File: src/rtl/busy_window_gen.sv
// Level busy-window generator: one busy window per accepted request, at least one low cycle between windows.
// Optional one-entry pending buffer enabled by defining BUSY_WIN_PENDING_EN.
module busy_window_gen #(
  parameter int LEN_W = 8,
  parameter int CNT_W = 16
) (
  input  logic             clk,
  input  logic             rst_n,
  input  logic             start,
  input  logic [LEN_W-1:0] len,
  output logic             ready,
  output logic             busy,
  output logic             done,
  output logic             drop,
  output logic [CNT_W-1:0] win_count
);

  typedef enum logic [1:0] {IDLE, RUN, GAP} state_t;

  state_t           state;
  state_t           state_nxt;
  logic [LEN_W-1:0] cnt;
  logic [LEN_W-1:0] cnt_nxt;
  logic [LEN_W-1:0] eff_len;
  logic [LEN_W-1:0] pend_len;
  logic             pend_v;
  logic             accept;

  assign eff_len = (len == '0) ? LEN_W'(1) : len;
  assign accept  = start && ready;

`ifdef BUSY_WIN_PENDING_EN
  // A request arriving mid-window is parked here and launched straight out of GAP.
  always_ff @(posedge clk or negedge rst_n) begin
    if (!rst_n) begin
      pend_v   <= 1'b0;
      pend_len <= '0;
    end else if (accept && (state == RUN)) begin
      pend_v   <= 1'b1;
      pend_len <= eff_len;
    end else if ((state == GAP) && pend_v) begin
      pend_v   <= 1'b0;
    end
  end

  assign ready = (state == IDLE) || !pend_v;
`else
  assign pend_v   = 1'b0;
  assign pend_len = '0;
  assign ready    = (state == IDLE);
`endif

  always_comb begin
    state_nxt = state;
    cnt_nxt   = cnt;
    case (state)
      IDLE: begin
        if (accept) begin
          state_nxt = RUN;
          cnt_nxt   = eff_len;
        end
      end
      RUN: begin
        cnt_nxt = cnt - LEN_W'(1);
        if (cnt == LEN_W'(1)) state_nxt = GAP;
      end
      GAP: begin
        if (pend_v) begin
          state_nxt = RUN;
          cnt_nxt   = pend_len;
        end else if (accept) begin
          state_nxt = RUN;
          cnt_nxt   = eff_len;
        end else begin
          state_nxt = IDLE;
        end
      end
      default: state_nxt = IDLE;
    endcase
  end

  // Outputs are flopped from the next state so busy/done are clean registered levels.
  always_ff @(posedge clk or negedge rst_n) begin
    if (!rst_n) begin
      state     <= IDLE;
      cnt       <= '0;
      busy      <= 1'b0;
      done      <= 1'b0;
      drop      <= 1'b0;
      win_count <= '0;
    end else begin
      state <= state_nxt;
      cnt   <= cnt_nxt;
      busy  <= (state_nxt == RUN);
      done  <= (state_nxt == GAP);
      drop  <= start && !ready;
      if (state == GAP) win_count <= win_count + CNT_W'(1);
    end
  end

endmodule

File: config.mk
export PLATFORM = sky130hd
export DESIGN_NAME = busy_window_gen
export DESIGN_NICKNAME = d
export VERILOG_FILES = /design/src/rtl/busy_window_gen.sv
export SDC_FILE = /design/constraint.sdc
export NUM_CORES = 1
export LEC_CHECK = 0
export ABC_AREA = 1
export CAP_MARGIN = 30
export CORE_MARGIN = 2
export CORE_UTILIZATION = 25
export DETAILED_ROUTE_END_ITERATION = 12
export PLACE_DENSITY = 0.44
export RECOVER_POWER = 100
export SETUP_SLACK_MARGIN = 0.2
export SLEW_MARGIN = 0
export SYNTH_ARGS = -nofsm -noshare
export SYNTH_HDL_FRONTEND = slang
export SYNTH_SLANG_ARGS = --single-unit
File: constraint.sdc
create_clock -name clk -period 1.2 [get_ports clk]
set_input_delay 0.24 -clock clk [delete_from_list [all_inputs] [get_ports clk]]
set_output_delay 0.24 -clock clk [all_outputs]
set_load 0.03 [all_outputs]
==> results.txt, run 1 <==
----------------------------------------------------
[Synthesis]
  Syn nets ... 220
  Cell accounting for the most synthesized area ... sky130_fd_sc_hd__dfrtp_1
  Distinct cell type count after synthesis ... 21
  Area share of the largest cell type after synthesis ... 45.7%
  Area share of xor/xnor cells in the synthesized design ... 4.96%
  Most frequent cells after synthesis ... 58 x sky130_fd_sc_hd__nand2_1, 31 x sky130_fd_sc_hd__inv_1, 29 x sky130_fd_sc_hd__dfrtp_1
  Largest family of logic cells by synthesized area ... simple AND/OR/NAND/NOR gates
  Number of flops mapped to enable cells by yosys ... 0
  Register area share after synthesis ... 45.7%
  Fraction of synthesized area in multiplexers ... 0%
  Adder-cell share of the synthesized area ... 2.36%
  Compound-cell area share of the yosys netlist ... 7.64%
  Post-synthesis sequential element count ... 29
  Share of synthesized flip-flops with an asynchronous set or reset ... 100%
  Most used DFF post-synth ... sky130_fd_sc_hd__dfrtp_1
  Cells taking the most area after synthesis ... sky130_fd_sc_hd__dfrtp_1 46%, sky130_fd_sc_hd__nand2_1 14%, sky130_fd_sc_hd__inv_1 7.3%
  Mean instance size in the synthesized netlist ... 7.71 µm²
  Basic-gate share of the synthesized area counting and, or, nand and nor cells ... 30.9%
  Count of synthesis-stage warnings from yosys ... 0
  Dominant cell by count in the synthesized netlist ... sky130_fd_sc_hd__nand2_1
  Synthesized cell area ... 1590 µm²
  Number of instances in the synthesized netlist ... 206

[STA]
  Final setup slack of the worst path ... -126 ps
  Slew Limit Fails ... 0
  Final setup skew ... 8.56 ps
  Setup repair after global routing missed its margin ... yes
  Worst max-slew margin expressed relative to the limit ... 49.1%
  Worst hold slack after final layout ... 497 ps
  Setup total negative slack ... -958 ps
  Minimum period implied by the final worst setup slack ... 1330 ps
  Final setup violation count ... 17
  Fin. Hold Viols ... 0
  Period Utilization, post-route ... 111%
  Max Fclk ... 754 MHz
  Transition time of the tightest slew-check pin ... 764 ps

[Routing]
  Sum of routed wire length over all layers ... 4.40 mm
  Routed length on met1 ... 1.98 mm
  Via density per instance ... 4.32
  Number of DRC markers after the initial detailed-route iteration ... 52
  Post-DRT Antenna Nets ... 0
  First-pass detailed-route iteration total ... 4
  Highest metal layer used by the detailed router ... met4
  Sum of met2 wire segment lengths after detailed routing ... 2.22 mm
  Post-route DRC ... 0
  Vias after detailed routing ... 1624
  Wire length on met3 ... 131 µm
  Wirelength per Cell ... 11.7 µm

[Pwr]
  Worst VDD drop ... 0.000359 V
  Power share of the sequential group ... 49.8%
  Proportion of power drawn by combinational gates ... 4.4%
  Power density over the cells ... 709 nW/µm²
  Fraction of power spent switching nets ... 21.7%
  Clock power share ... 45.9%
  Total net switching power ... 0.428 mW
  Internal cell power ... 1.54 mW
  Leakage ... 1.33 nW

[Cells and area]
  Area delta synth->final ... 74.6%
  Final cell count without fillers ... 376
  Share of post-route cells with drive strength above 1 ... 49.5%
  Total Nets Final ... 312
  Number of antenna cells inserted ... 0
  Layout Utilization ... 44.5%

[Global routing]
  Global routing usage summed across all routing layers ... 13.0%
  Wire length of the first global-routing pass ... 7.25 mm
  Maximum number of pins on one net before global-route repair ... 30
  GR Overflow Total ... 0
  Number of antenna violations at the first check in global routing ... 0
  Via count of the first global-routing pass ... 1626

[Clock tree]
  Quantity of hold-fixing buffers added after cts ... 0
  Clock sink count ... 29
  Clock latency of the later-clocked register in the worst-skew pair ... 280 ps
  Clock-pin slew on the worst setup and hold paths ... 70 ps
  TritonCTS clock tree ... built
  H-Tree Depth ... 2
  Worst-case clock buffer depth ... 2
  Clock buffer count from CTS ... 5
  Root Buffer Master ... sky130_fd_sc_hd__clkbuf_8

[Critical path]
  Startpoint type of the worst setup path ... flop
  Class of the most critical setup path ... reg2out
  Worst EP required ... 960 ps
  Crit path arrival time ... 1090 ps
  Highest fanout seen on the critical path ... 3
  Kind of end point of the critical path ... output pin

[Placement]
  Setup slack after placement ... -218 ps
  Post-placement cell count ... 342
  Port bufs ... 30
  Final weighted congestion in routability-driven placement ... 0.875
  Detailed placement HPWL ... 2.94 mm

[Die]
  Effective utilization at floorplan ... 25.5%
  Die H ... 83.7 µm
  Core outline area ... 6240 µm²
  Die Span X ... 83.7 µm
  Num rows ... 29
  Die ar. ... 7010 µm²
  Number of placed I/O pins ... 31

[Status]
  Status ... complete, but fails checks
  Violated checks ... negative setup slack

[Run]
  Max-cap viol count ... 0

[Min path]
  Type of the worst min-delay path ... in2async

----------------------------------------------------
[final cells by class]
type                            instances  area, µm²
Tap cell                               77       96.3
Sequential cell                        29        743
Clock buffer                            7       96.3
Clock inverter                          1       5.00
Multi-Input combinational cell        144        945
Timing Repair Buffer                   87        771
Fill cell                             641       3470
Inverter                               31        119
[state kept, by name, summed over array words and instances (netlist names)]
signal,cells
busy,1
win_count,16
drop,1
state,2
cnt,8
done,1
[worst paths after layout]
| path | slack, ps | startpoint | cells past startpoint | endpoint |
|---|---|---|---|---|
| min in group clk | 500 | cnt[7] | 2 | cnt[7] |
| worst max register to register | -90 | state[0] | 6 | win_count[7] |
| worst min register to register | 500 | cnt[7] | 2 | cnt[7] |
| worst max-delay path | -130 | state[0] | 3 | ready |
| worst min-delay path | 500 | rst_n | 2 | win_count[3] |
| max in group asynchronous | 160 | rst_n | 2 | state[0] |
[metrics by stage]
stage | instance area (µm²) | total power [mW]
finish | 2780 | 1.97
global route | 2780 | 2.07
CTS | 2720 | 2.01
detailed placement | 2250 | 1.09
global placement | 2250 | 1.09
floorplan | 1680 | 1.01
[kinds of logic (layout without fill, tap and decap cells)]
group / after synthesis / in the layout
xor+xnor: 9 / 9
buf+inv: 33 / 126
compound gates: 20 / 20
flops: 29 / 29
fa+ha+maj: 3 / 3
simple gates: 112 / 112
[timing repair]
item | CTS | global route
setup endpoints to repair | 49 | 49
buffers inserted | 23 | 3
pin swaps | 14 | 15
resized for setup | 51 | 32
[power groups by stage]
stage	combinational (mW)	clock, mW	sequential [mW]
final	0.0857	0.903	0.980
after global routing	0.0964	0.996	0.979
after CTS	0.0958	0.933	0.980
after detailed placement	0.0930	0	0.998
after global placement	0.0925	0	0.998
after floorplan	0.00623	0	1.00
[critical path, cell delays in order, from the launching register on]
cell	delay, ps
sky130_fd_sc_hd__dfrtp_2	430
sky130_fd_sc_hd__buf_12	130
sky130_fd_sc_hd__nor2_4	110
sky130_fd_sc_hd__buf_6	140
[layer usage]
layer	track usage, %	vias up
met5	0	-
met4	4.55	0
met3	3.56	6
li1	-	838
met2	21.9	30
met1	16.1	750
[placed cells by master, fill, tap and decap left out, drive strengths merged, types with 2 or more instances in the layout]
cell / count
a21oi: 6
buf: 65
clkbuf: 19
clkdlybuf4s50: 10
dfrtp: 29
ha: 3
inv: 31
nand2: 58
nand3: 19
nand4: 5
nor2: 24
nor3: 3
nor4: 2
o211ai: 3
o21ai: 9
xnor2: 3
xor2: 6
No activity file was read; power rests on OpenSTA's default activity.
==> run 2, diff against run 1 <==
- ABC_CLOCK_PERIOD_IN_PS: default -> 1200
==> results of run 2 <==
The final DEF is identical to that of run 1; final timing and power are the same.
==> run 3, diff against run 2 <==
- CTS_CLUSTER_SIZE: default -> 8
==> results of run 3 <==
The final DEF is identical to that of run 1; final timing and power are the same.
==> edit, RTL diff (flow settings as in run 1) <==
Add a define of `BUSY_WIN_PENDING_EN`.
--- a/src/rtl/busy_window_gen.sv
+++ b/src/rtl/busy_window_gen.sv
@@ -1,5 +1,7 @@
 // Level busy-window generator: one busy window per accepted request, at least one low cycle between windows.
 // Optional one-entry pending buffer enabled by defining BUSY_WIN_PENDING_EN.
+`define BUSY_WIN_PENDING_EN
+
 module busy_window_gen #(
   parameter int LEN_W = 8,
   parameter int CNT_W = 16
Check against the original RTL: not equivalent (Yosys sat finds a counterexample within 4 cycles, from zero or initial values and one cycle with rst_n low).
==> edit against run 1 <==
The flow still finishes with violations (setup timing). Area after synthesis increased by 39%. Critical path depth rose by 3. Hold slack got worse by 0.76 ps. Setup slack lost 260 ps. Total power increased to 3.6 times the old value. Design area increased by 36%. Wire length rose by 44%. First-iteration DRC count up 87%. Sequential cell count is 9 higher. Largest power group is now combinational cells. Register-to-register slack got worse by 250 ps. Sequential share of layout area shrank 1.5 points.
==> edit: results (changes against run 1) <==
| Metric | Value |
|---|---|
| Outcome | finished, violations left |
| Failing checks | setup timing |
| Sum of routed wire segments on met1 | 2920 um (+47%) |
| Tot GR Track Use | 13.6% (+0.53 points) |
| Launching instance or port of the critical path | state[1] |
| Final setup slack of the worst path | -386 ps (-260 ps) |
| Largest registers in the final layout | win_count x16, cnt x8, pend_len x8 |
| Seq/Total Area, Yosys | 42.9% (-2.8 points) |
| Total setup violations reported at the end of the flow | 40 (+23) |
| Post-route clock skew | 7.34 ps (-1.22 ps) |
| Setup_tns | -9850 ps (-8890 ps) |
| Final nets | 442 (+42%) |
| Static leakage | 0.00200 uW (+51%) |
| Max IR drop VDD | 0.650 mV (+81%) |
| Ranking of synthesized cells by area | dfrtp_1 (43%), nand2_1 (15%), inv_1 (8.0%) |
| Avg Vias per Cell | 4.23 (-2.0%) |
| Tightest Pin Transition | 564 ps (-200 ps) |
| Largest net degree at the start of global routing | 39 (+30%) |
| Final weighted congestion of routability-driven global placement | 0.817 (-6.7%) |
| Endpoint arrival time on the critical path | 1350 ps (+260 ps) |
| Post-synthesis cell count | 291 (+41%) |
| FILL cells | 898 (+40%) |
| Met2 WL | 3110 um (+40%) |
| Share of cells above drive strength 1 | 42.9% (-6.6 points) |
| Largest stage delay on the critical path | 410 ps (-20 ps) |
| Placed wire-length estimate | 4360 um (+48%) |
| Slowest library cell on the worst path | dfrtp_1 |
| Unique masters post-synth | 31 (+48%) |
| Count of placed standard cells including taps | 491 (+44%) |
[edit: changes by cell type after synthesis, sizes merged, moves of 3 or more]
cell,delta
nand2,+32
dfrtp,+9
buf,+5
a21oi,+3
inv,+17
ha,+5
xor2,+3
o21ai,+8
[edit: worst min-delay path: cells and delay by family, from the launching register on]
kind             cells  cell delay (ps)
AO/OA/AOI/OAI        1               70
flip-flops           1              350
AND/OR/NAND/NOR      1               50
[edit: area by class of cell]
class	instances	area share (%)
flip-flops and latches	38	25.3
well taps	108	3.58
multi-input cells	200	32.3
clock inverters	3	1.82
repair buffers	129	30.2
clock buffers	5	1.82
inverters	49	5.07
[edit: stage by stage]
stage | area [um2] | hold slack [ps] | power [uW] | util, % | setup WS [ps]
6_report | 3780 | 496 | 7090 | 43.5 | -386
5_1_grt | 3780 | 518 | 7660 | 43.5 | -461
4_1_cts | 3570 | 438 | 6710 | 41.1 | -345
3_5_place_dp | 3120 | 230 | 5130 | 35.9 | -343
3_3_place_gp | 3120 | 230 | 5100 | 35.9 | -324
2_1_floorplan | 2270 | -55.6 | 3820 | - | -304
[edit: power by group]
part	switching (uW)	internal, uW	total [uW]
clock network	526	834	1360
logic	2060	1800	3870
registers	224	1640	1860
[edit: kinds of logic (layout without fill, tap and decap cells)]
| family | after synthesis | count (layout) | share of synthesized area, % |
|---|---|---|---|
| AND/OR/NAND/NOR | 146 | 147 | 29.6 |
| buffers and inverters | 54 | 186 | 9.94 |
| flip-flops | 38 | 38 | 42.9 |
| AO/OA/AOI/OAI | 32 | 32 | 7.85 |
| XOR/XNOR | 13 | 13 | 5.14 |
| adder cells (fa/ha/maj) | 8 | 8 | 4.52 |
[edit: what timing repair did]
action	in CTS	in global routing
cloned	0	1
endpoints found under the hold margin	38	0
setup buffers	20	11
hold buffers	1	0
pin swaps	4	31
setup endpoints to repair	58	58
gates resized for setup	44	51
[edit: metal layers]
metal | global-route usage (%) | vias up
li1 | - | 1162
met1 | 18.0 | 1046
met2 | 22.3 | 34
met3 | 2.00 | 10
met4 | 5.37 | 0
met5 | 0 | -
[edit: worst paths after layout]
check / end / slack, ps / depth (start not counted)
worst min register to register: pend_len[1] / 500 / 2
worst min-delay path: pend_len[1] / 500 / 2
max in group asynchronous: cnt[2] / 220 / 3
worst max-delay path: ready / -390 / 6
min in group asynchronous: pend_len[2] / 570 / 3
worst max register to register: win_count[14] / -340 / 12
